$ cat src/rtl/r4_ctrl_pkg.sv
// Shared types and opcode constants for the R4 multi-cycle control path.
package r4_ctrl_pkg;

    typedef enum logic [2:0] {
        StFetch,
        StDecode,
        StExec,
        StMem,
        StWb,
        StError,
        StTrap
    } state_e;

    typedef enum logic [2:0] {
        IMM_I = 3'd0,
        IMM_S = 3'd1,
        IMM_B = 3'd2,
        IMM_U = 3'd3,
        IMM_J = 3'd4
    } imm_sel_e;

    typedef enum logic [1:0] {
        PC_PLUS4 = 2'd0,
        PC_IMM   = 2'd1,
        PC_ALU   = 2'd2,
        PC_TRAP  = 2'd3
    } pc_sel_e;

    typedef enum logic [1:0] {
        WB_ALU  = 2'd0,
        WB_LOAD = 2'd1,
        WB_PC4  = 2'd2
    } wb_sel_e;

    typedef enum logic [1:0] {
        ALU_A_RS1  = 2'd0,
        ALU_A_PC   = 2'd1,
        ALU_A_ZERO = 2'd2
    } alu_a_sel_e;

    typedef enum logic [3:0] {
        ClsOp,
        ClsOpImm,
        ClsLui,
        ClsAuipc,
        ClsJal,
        ClsJalr,
        ClsBranch,
        ClsLoad,
        ClsStore,
        ClsNop,
        ClsIllegal
    } instr_cls_e;

    localparam logic [6:0] OP_LOAD     = 7'h03;
    localparam logic [6:0] OP_MISC_MEM = 7'h0F;
    localparam logic [6:0] OP_OP_IMM   = 7'h13;
    localparam logic [6:0] OP_AUIPC    = 7'h17;
    localparam logic [6:0] OP_STORE    = 7'h23;
    localparam logic [6:0] OP_OP       = 7'h33;
    localparam logic [6:0] OP_LUI      = 7'h37;
    localparam logic [6:0] OP_BRANCH   = 7'h63;
    localparam logic [6:0] OP_JALR     = 7'h67;
    localparam logic [6:0] OP_JAL      = 7'h6F;
    localparam logic [6:0] OP_SYSTEM   = 7'h73;

    function automatic imm_sel_e cls_imm_sel(input instr_cls_e cls);
        imm_sel_e sel;
        sel = IMM_I;
        unique case (cls)
            ClsStore:         sel = IMM_S;
            ClsBranch:        sel = IMM_B;
            ClsLui, ClsAuipc: sel = IMM_U;
            ClsJal:           sel = IMM_J;
            default:          sel = IMM_I;
        endcase
        return sel;
    endfunction

endpackage

$ cat src/rtl/ctrl_decode.sv
// Combinational opcode decode: instruction class and immediate format.
module ctrl_decode
    import r4_ctrl_pkg::*;
(
    input  logic [6:0] i_opcode,
    output instr_cls_e o_cls,
    output imm_sel_e   o_imm_sel
);

    always_comb begin
        o_cls = ClsIllegal;
        case (i_opcode)
            OP_LOAD:     o_cls = ClsLoad;
            OP_STORE:    o_cls = ClsStore;
            OP_OP:       o_cls = ClsOp;
            OP_OP_IMM:   o_cls = ClsOpImm;
            OP_LUI:      o_cls = ClsLui;
            OP_AUIPC:    o_cls = ClsAuipc;
            OP_JAL:      o_cls = ClsJal;
            OP_JALR:     o_cls = ClsJalr;
            OP_BRANCH:   o_cls = ClsBranch;
            OP_MISC_MEM: o_cls = ClsNop;
            OP_SYSTEM:   o_cls = ClsNop;
            default:     o_cls = ClsIllegal;
        endcase
        o_imm_sel = cls_imm_sel(o_cls);
    end

endmodule

$ cat src/rtl/multicycle_ctrl.sv
// Main control FSM of the R4 multi-cycle RV32I core.
// Optional build macro MULTICYCLE_CTRL_TRAP_EN routes unknown opcodes to a trap state.
module multicycle_ctrl
    import r4_ctrl_pkg::*;
#(
    parameter int unsigned MEM_TIMEOUT = 16,
    parameter int unsigned RET_CNT_W   = 32
) (
    input  logic                 clk,
    input  logic                 rst_n,
    input  logic [6:0]           i_opcode,
    input  logic [2:0]           i_funct3,
    input  logic                 i_br_taken,
    input  logic                 i_mem_ready,
    output logic                 o_mem_req,
    output logic                 o_mem_we,
    output logic                 o_addr_sel,
    output logic                 o_ir_we,
    output logic                 o_pc_we,
    output logic [1:0]           o_pc_sel,
    output logic [2:0]           o_imm_sel,
    output logic [1:0]           o_alu_a_sel,
    output logic                 o_alu_b_sel,
    output logic                 o_rf_we,
    output logic [1:0]           o_wb_sel,
    output logic [RET_CNT_W-1:0] o_retired,
    output logic                 o_err,
    output logic                 o_trap
);

    localparam int unsigned WAIT_W = (MEM_TIMEOUT > 1) ? $clog2(MEM_TIMEOUT + 1) : 1;
    localparam logic [WAIT_W-1:0] TIMEOUT_CNT = WAIT_W'(MEM_TIMEOUT);

    state_e               r_state;
    logic [RET_CNT_W-1:0] r_retired;
    logic [WAIT_W-1:0]    r_wait;

    instr_cls_e  w_cls;
    imm_sel_e    w_imm_sel;
    alu_a_sel_e  w_alu_a;
    logic        w_alu_b;
    logic        w_waiting;
    logic        w_timeout;
    logic        w_retire;
    logic        w_exec_done;
    logic [WAIT_W-1:0] w_wait_inc;
    logic        w_unused_funct3;

    assign w_unused_funct3 = ^i_funct3;

    ctrl_decode u_decode (
        .i_opcode  (i_opcode),
        .o_cls     (w_cls),
        .o_imm_sel (w_imm_sel)
    );

    // Classes that finish in EXEC without touching memory or the regfile.
    assign w_exec_done = (w_cls == ClsBranch) || (w_cls == ClsNop) || (w_cls == ClsIllegal);

    assign w_waiting  = o_mem_req && !i_mem_ready;
    assign w_wait_inc = r_wait + WAIT_W'(1);
    assign w_timeout  = (MEM_TIMEOUT != 0) && w_waiting && (w_wait_inc == TIMEOUT_CNT);

    assign w_retire = ((r_state == StExec) && w_exec_done)
                   || ((r_state == StMem) && i_mem_ready && (w_cls == ClsStore))
                   || (r_state == StWb);

    always_ff @(posedge clk or negedge rst_n) begin
        if (!rst_n) begin
            r_state   <= StFetch;
            r_retired <= '0;
            r_wait    <= '0;
        end else begin
            unique case (r_state)
                StFetch: begin
                    if (i_mem_ready) r_state <= StDecode;
                end
`ifdef MULTICYCLE_CTRL_TRAP_EN
                StDecode: r_state <= (w_cls == ClsIllegal) ? StTrap : StExec;
`else
                StDecode: r_state <= StExec;
`endif
                StExec: begin
                    if ((w_cls == ClsLoad) || (w_cls == ClsStore)) begin
                        r_state <= StMem;
                    end else if (w_exec_done) begin
                        r_state <= StFetch;
                    end else begin
                        r_state <= StWb;
                    end
                end
                StMem: begin
                    if (i_mem_ready) r_state <= (w_cls == ClsStore) ? StFetch : StWb;
                end
                StWb:    r_state <= StFetch;
                StError: r_state <= StError;
                StTrap:  r_state <= StFetch;
                default: r_state <= StFetch;
            endcase

            if (w_timeout) r_state <= StError;

            r_wait <= (w_waiting && (MEM_TIMEOUT != 0)) ? w_wait_inc : '0;

            if (w_retire) r_retired <= r_retired + RET_CNT_W'(1);
        end
    end

    always_comb begin
        w_alu_a = ALU_A_RS1;
        w_alu_b = 1'b1;
        unique case (w_cls)
            ClsOp, ClsBranch, ClsNop, ClsIllegal: w_alu_b = 1'b0;
            ClsLui:                               w_alu_a = ALU_A_ZERO;
            ClsAuipc, ClsJal:                     w_alu_a = ALU_A_PC;
            default: ;
        endcase
    end

    // Gated by rst_n so an in-flight request drops the moment reset asserts.
    always_comb begin
        o_mem_req   = 1'b0;
        o_mem_we    = 1'b0;
        o_addr_sel  = 1'b0;
        o_ir_we     = 1'b0;
        o_pc_we     = 1'b0;
        o_pc_sel    = PC_PLUS4;
        o_imm_sel   = IMM_I;
        o_alu_a_sel = ALU_A_RS1;
        o_alu_b_sel = 1'b0;
        o_rf_we     = 1'b0;
        o_wb_sel    = WB_ALU;
        if (rst_n) begin
            unique case (r_state)
                StFetch: begin
                    o_mem_req = 1'b1;
                    o_ir_we   = i_mem_ready;
                end
                StDecode: o_imm_sel = w_imm_sel;
                StExec: begin
                    o_imm_sel   = w_imm_sel;
                    o_alu_a_sel = w_alu_a;
                    o_alu_b_sel = w_alu_b;
                    if (w_exec_done) begin
                        o_pc_we  = 1'b1;
                        o_pc_sel = ((w_cls == ClsBranch) && i_br_taken) ? PC_IMM : PC_PLUS4;
                    end
                end
                StMem: begin
                    o_imm_sel   = w_imm_sel;
                    o_alu_a_sel = w_alu_a;
                    o_alu_b_sel = w_alu_b;
                    o_mem_req   = 1'b1;
                    o_addr_sel  = 1'b1;
                    o_mem_we    = (w_cls == ClsStore);
                    o_pc_we     = (w_cls == ClsStore) && i_mem_ready;
                end
                StWb: begin
                    o_imm_sel   = w_imm_sel;
                    o_alu_a_sel = w_alu_a;
                    o_alu_b_sel = w_alu_b;
                    o_rf_we     = 1'b1;
                    o_pc_we     = 1'b1;
                    unique case (w_cls)
                        ClsJal: begin
                            o_pc_sel = PC_IMM;
                            o_wb_sel = WB_PC4;
                        end
                        ClsJalr: begin
                            o_pc_sel = PC_ALU;
                            o_wb_sel = WB_PC4;
                        end
                        ClsLoad: o_wb_sel = WB_LOAD;
                        default: ;
                    endcase
                end
                StTrap: begin
                    o_pc_we  = 1'b1;
                    o_pc_sel = PC_TRAP;
                end
                StError: ;
                default: ;
            endcase
        end
    end

    assign o_retired = r_retired;
    assign o_err     = (r_state == StError);
`ifdef MULTICYCLE_CTRL_TRAP_EN
    assign o_trap    = rst_n && (r_state == StTrap);
`else
    assign o_trap    = 1'b0;
`endif

endmodule

$ cat config.mk
export PLATFORM = sky130hd
export DESIGN_NAME = multicycle_ctrl
export DESIGN_NICKNAME = d
export VERILOG_FILES = /design/src/rtl/r4_ctrl_pkg.sv /design/src/rtl/ctrl_decode.sv /design/src/rtl/multicycle_ctrl.sv
export SDC_FILE = /design/constraint.sdc
export NUM_CORES = 1
export LEC_CHECK = 0
export ABC_CLOCK_PERIOD_IN_PS = 3860
export BUFFER_PORTS_ARGS = -buffer_cell sky130_fd_sc_hd__buf_2
export CORE_ASPECT_RATIO = 1.25
export CORE_MARGIN = 3
export CORE_UTILIZATION = 45
export CTS_CLUSTER_SIZE = 10
export DETAILED_ROUTE_END_ITERATION = 7
export PLACE_DENSITY = 0.79
export SLEW_MARGIN = 20
export SYNTH_ARGS = -nofsm -noshare
export SYNTH_HDL_FRONTEND = slang
export SYNTH_SLANG_ARGS = --single-unit
export TNS_END_PERCENT = 10
$ cat constraint.sdc
create_clock -name clk -period 3.86 [get_ports clk]
set_input_delay 0.193 -clock clk [delete_from_list [all_inputs] [get_ports clk]]
set_output_delay 0.193 -clock clk [all_outputs]
set_load 0.005 [all_outputs]
# Word level (Yosys, flattened, before mapping)
# Index checks and enable logic that the tools add are counted.
# classes
n_addsub	2
reduce_logical	25
mux	39
n_eq_ne	29
# op_table
cell	n
$pmux W4 S10	1
$add A32 B1 Y32 const B	1
$eq A7 B7 Y1 const B	4
$mux W3	8
$eq A7 B6 Y1 const B	3
$mux W1	17
$eq A4 B3 Y1 const B	4
$pmux W3 S5	1
$eq A7 B5 Y1 const B	2
$eq A4 B4 Y1 const B	3
$pmux W2 S2	3
$pmux W3 S4	1
$reduce_or A2 Y1	6
$mux W2	5
$eq A3 B3 Y1 const B	3
$eq A4 B2 Y1 const B	2
$reduce_or A4 Y1	2
$eq A7 B2 Y1 const B	1
$eq A7 B4 Y1 const B	1
$logic_and A1 B1 Y1	7
$eq A3 B2 Y1 const B	2
$ne A3 B3 Y1 const B	2
$pmux W2 S3	1
$add A5 B1 Y5 const B	1
10 further kinds	14
# totals
word_cells	98
ff_bits	40
out_inout_bits	50
input_bits	14

# Depth between registers and ports, before layout
# depth
ltp_word	10
mapped_depth	8
ltp_nobuf	6

# By module
# From an unflattened synthesis, not the netlist that was laid out.
# unflattened
hier_cells	282
hier_area_um2	2590.0
# by_module_without_submodules
mod	area_per_inst_um2	cells_each	n_inst	seq_area_each_um2
multicycle_ctrl	2349.8	246	1	1001.0
ctrl_decode	240.2	36	1	0.0

# Least setup slack after synthesis
# No wires, ideal clock.
# synth_path
path_kind	reg2reg
from	register r_retired[3] (netlist: o_retired[3])
to	register r_retired[19] (netlist: o_retired[19])
stages_incl_launch_ff	6
t_arrival_ns	1.853
synth_period_minus_slack_ns	1.932
setup_ns	0.079
path_buffers	0
required_time_ns	3.781
path_slack_ns	1.928
cell_sequence	dfrtp_1 > nand4_4 > or3_4 > or4_1 > a21oi_2 > xor2_1
# synth_via
elab_chain_cells	1
# synth_lines
element	line_no	rtl
from (decl)	multicycle_ctrl.sv:35	logic [RET_CNT_W-1:0] r_retired;
from (signal assigned)	multicycle_ctrl.sv:105	if (w_retire) r_retired <= r_retired + RET_CNT_W'(1);
$add A32 B1 Y32	multicycle_ctrl.sv:105	
# Every way passes these cells.
# A chain may end at the register's enable or synchronous reset.

# Final worst setup path
# layout_path
from	register r_state[2]
to	register r_retired[9] (netlist: o_retired[9])
# layout_via
elab_chain_cells	5
elab_cells_between_ends	8
classes_between	eq/ne (3); reduce/logical (5)
# layout_lines
element	line_no	rtl
from (decl)	multicycle_ctrl.sv:34	state_e r_state;
from (signal assigned)	multicycle_ctrl.sv:70	r_state <= StFetch;
from (signal assigned)	multicycle_ctrl.sv:76	if (i_mem_ready) r_state <= StDecode;
from (signal assigned)	multicycle_ctrl.sv:81	StDecode: r_state <= StExec;
$eq A3 B2 Y1	multicycle_ctrl.sv:65	|| ((r_state == StMem) && i_mem_ready && (w_cls == ClsStore))
$logic_and A1 B1 Y1 (2 in series)	multicycle_ctrl.sv:65	
$logic_or A1 B1 Y1	multicycle_ctrl.sv:65	
$logic_or A1 B1 Y1 (*)	multicycle_ctrl.sv:66	|| (r_state == StWb);
# Every way passes the cells marked *; elsewhere a longest branch is shown, timed or not.

==> results.json <==
{
  "timing.critical_path.to_type": "flip-flop",
  "num_antenna_cells": 0,
  "synth.yosys.seq_area_share": 0.401,
  "powerDensity_nw_per_um2": 407,
  "cpLargestDelayFamily": "simple AND/OR/NAND/NOR gates",
  "hold_viol_final": 0,
  "post-route-util": 0.560,
  "tritoncts_clock_tree": "done",
  "finalWirelength_microns": 5870,
  "timing.rr.start": "r_state[2]",
  "post-synth-top-area-cell": "dfrtp_1",
  "synth_area_leaders": "dfrtp_1, xor2_1, a2111oi_2",
  "ioPinCount": 64,
  "clock_power_share": 0.242,
  "clock_insertion_delay_worst_skew_ns": 0.29,
  "final_layout_size_suffix_gt1_frac": 0.279,
  "core_area_sq_um": 5230,
  "fp.dieH_microns": 89.2,
  "timing.reg2reg.setup_slack_ns": 1.24,
  "dr.pass1.iters": 4,
  "chipWidth_microns": 72.6,
  "nNetsFinal": 335,
  "placementRows": 29,
  "synth_enable_flop_cells": 0,
  "yosys_warnings": 0,
  "clock_tree.root_cell": "clkbuf_8",
  "worstSetupStartpointType": "flip-flop",
  "irDropWorstVdd_v": 0.000435,
  "p_int_uw": 734,
  "setup-violations-final": 0,
  "synth_top_family_by_area": "simple AND/OR/NAND/NOR gates",
  "ff2ff_path_depth": 6,
  "cts_repair_resize_count": 0,
  "flow.area_growth_from_synthesis_pct": 17.4,
  "crit_path_max_fanout": 25,
  "worstPathRequired_ns": 4.08,
  "power_frac_seq": 0.449,
  "yosys-mux-area-fraction": 0.00853,
  "post-route-min-period_ns": 2.62,
  "run_status": "finished, final reports clean",
  "number_of_antenna_violations_at_the_first_check_in_global_routing": 0,
  "cts_hold_buf": 0,
  "synth_compound_area_frac": 0.174,
  "synth_largest_type_area_fraction": 0.401,
  "cts-buffers-inserted": 5,
  "final_cells": 381,
  "synth_seq_cells": 40,
  "htree_levels": 2,
  "ctsLongestPathBuffers": 2,
  "comb_power_share": 0.310,
  "netSwitchingPower_uw": 458,
  "dominantRegCellSynth": "dfrtp_1",
  "remaining_drc_errors": 0,
  "port_buffers": 59,
  "fmax_ghz": 0.382,
  "critical_path_buf_inv_count": 1,
  "synth_simple_gate_area_frac": 0.241,
  "criticalPathCategory": "flip-flop to flip-flop",
  "postLayoutCellArea_sq_um": 2930,
  "path_depth": 6,
  "post_synth_num_cell_types": 54,
  "final_common_cell": "buf_2",
  "filler_cell_count": 471,
  "antenna_violating_nets_post_route": 0,
  "dp.final_hpwl_microns": 4180,
  "worstReg2RegEnd": "o_retired[9]",
  "synth_fp_nets": 279,
  "cts_setup_buffers": 0,
  "placed_area_sq_um": 2830,
  "avgSynthCellArea_sq_um": 9.52,
  "synth_fa_ha_area_frac": 0.0151,
  "switching_portion_of_total_power": 0.384,
  "grt_overflow": 0,
  "max_cap_viol_count": 0,
  "worst_pin_slew_ns": 1.03,
  "numPlacedInstances": 373,
  "start_util": 0.477,
  "timing.final.max_slew_violations": 0,
  "detail_route.iter0.violations": 114,
  "async_reset_ff_frac": 1.00,
  "via_count_of_the_first_global_routing_pass": 2190,
  "clkSinkCount": 40,
  "maxSlewHeadroom": 0.316,
  "critical_path.slowest_cell": "nand4_2",
  "gp_congestion": 0.915,
  "fin_tns_setup_ns": 0,
  "route.detailed.wl_per_inst_microns": 15.4,
  "power_leakage_uw": 0.00147,
  "finalCritPeriodShare": 0.679,
  "pin_count_of_the_biggest_net_entering_global_routing": 45,
  "grt_setup_unrepaired": "false",
  "final.setup_skew_ns": 0.00680,
  "wire_length_of_the_first_global_routing_pass_microns": 9750,
  "clk_pin_slew_ns": 0.08,
  "synth_area_sq_um": 2490,
  "cp_cell_sequence": "nand2b_1, nor2_1, nand4_2, buf_4, a2111oi_2, xor2_1",
  "worst_ep_arrival_time_ns": 2.84,
  "post_synth_xor_area_fraction": 0.123,
  "die_area_sq_um": 6480,
  "overall_track_demand_over_capacity_in_global_routing": 0.186,
  "vias_per_cell": 5.84,
  "syn_inst": 262,
  "timing.critical_path.slowest_cell_delay_ns": 0.63,
  "final_cell_mix": "buf_2, dfrtp_1, xor2_1, nand2_1, nor2_1",
  "num_vias": 2225,
  "hp-class": "input port to async pin"
}
## per-stage QoR
step / setup WS (ns) / hold slack [ns] / power [uW]
5_1_grt: 1.02 / 0.0696 / 1270
3_3_place_gp: 1.33 / 0.364 / 898
6_report: 1.24 / 0.0154 / 1190
3_5_place_dp: 1.28 / 0.368 / 908
4_1_cts: 1.24 / 0.0537 / 1200
2_1_floorplan: 1.93 / -0.103 / 788
## cell usage after synthesis, drive strengths merged, types with 2 or more instances
cell     instances
nor3b            2
ha               3
xor2            33
a311oi           3
nor2b            6
clkbuf           4
nand2           28
a2111oi         11
a211oi           8
and3             3
buf              9
o21ai            4
nand4           10
a31oi            2
dfrtp           40
nor3             7
nor2            18
or4              2
or3              2
or2              2
nor4             4
and2             3
xnor2            2
inv              5
and4             2
nand2b           5
a21oi           17
nand3           14
## per-layer routing
layer | vias to the layer above | track usage | share of wire
li1 | 1064 | - | -
met1 | 1069 | 0.230 | 0.44
met2 | 87 | 0.327 | 0.49
met3 | 5 | 0.0304 | 0.068
met4 | 0 | 0.0671 | 0.0063
met5 | - | 0 | 0
## kinds of logic (layout without fill, tap and decap cells)
kind of cell	count (synthesis)	count (layout)
AND/OR/NAND/NOR	108	108
AO/OA/AOI/OAI	55	55
flip-flops	40	40
XOR/XNOR	35	35
buffers and inverters	18	75
adder cells (fa/ha/maj)	3	3
multiplexers	2	2
other	1	1
## registers in the layout, indices dropped and copies added, names as in the netlist
name	count
o_retired	32
r_state	3
r_wait	5
## layout make-up
type                    count  area [sq um]  share of cell area
clock buffers               6          82.6              0.0282
clock inverters             2          10.0             0.00342
inverters                   5          18.8             0.00641
multi-input cells         204          1420               0.485
flip-flops and latches     40          1000               0.342
well taps                  62          77.6              0.0265
repair buffers             62           318               0.109
## power groups by stage
stage | Sequential, uW | Combinational (uW) | Clock (uW)
floorplan | 512 | 276 | 0
global placement | 541 | 357 | 0
detailed placement | 544 | 364 | 0
CTS | 536 | 368 | 293
global route | 546 | 407 | 312
finish | 535 | 369 | 288
## worst max path at each step
stage | from | endpoint | slack [ns]
floorplan | o_retired[3] | o_retired[19] | 1.93
global placement | i_opcode[3] | o_retired[9] | 1.33
detailed placement | i_opcode[3] | o_retired[9] | 1.28
CTS | r_state[2] | o_retired[9] | 1.24
global route | r_state[2] | o_retired[9] | 1.02
finish | r_state[2] | o_retired[9] | 1.24
(Power assumes the default switching activity.)
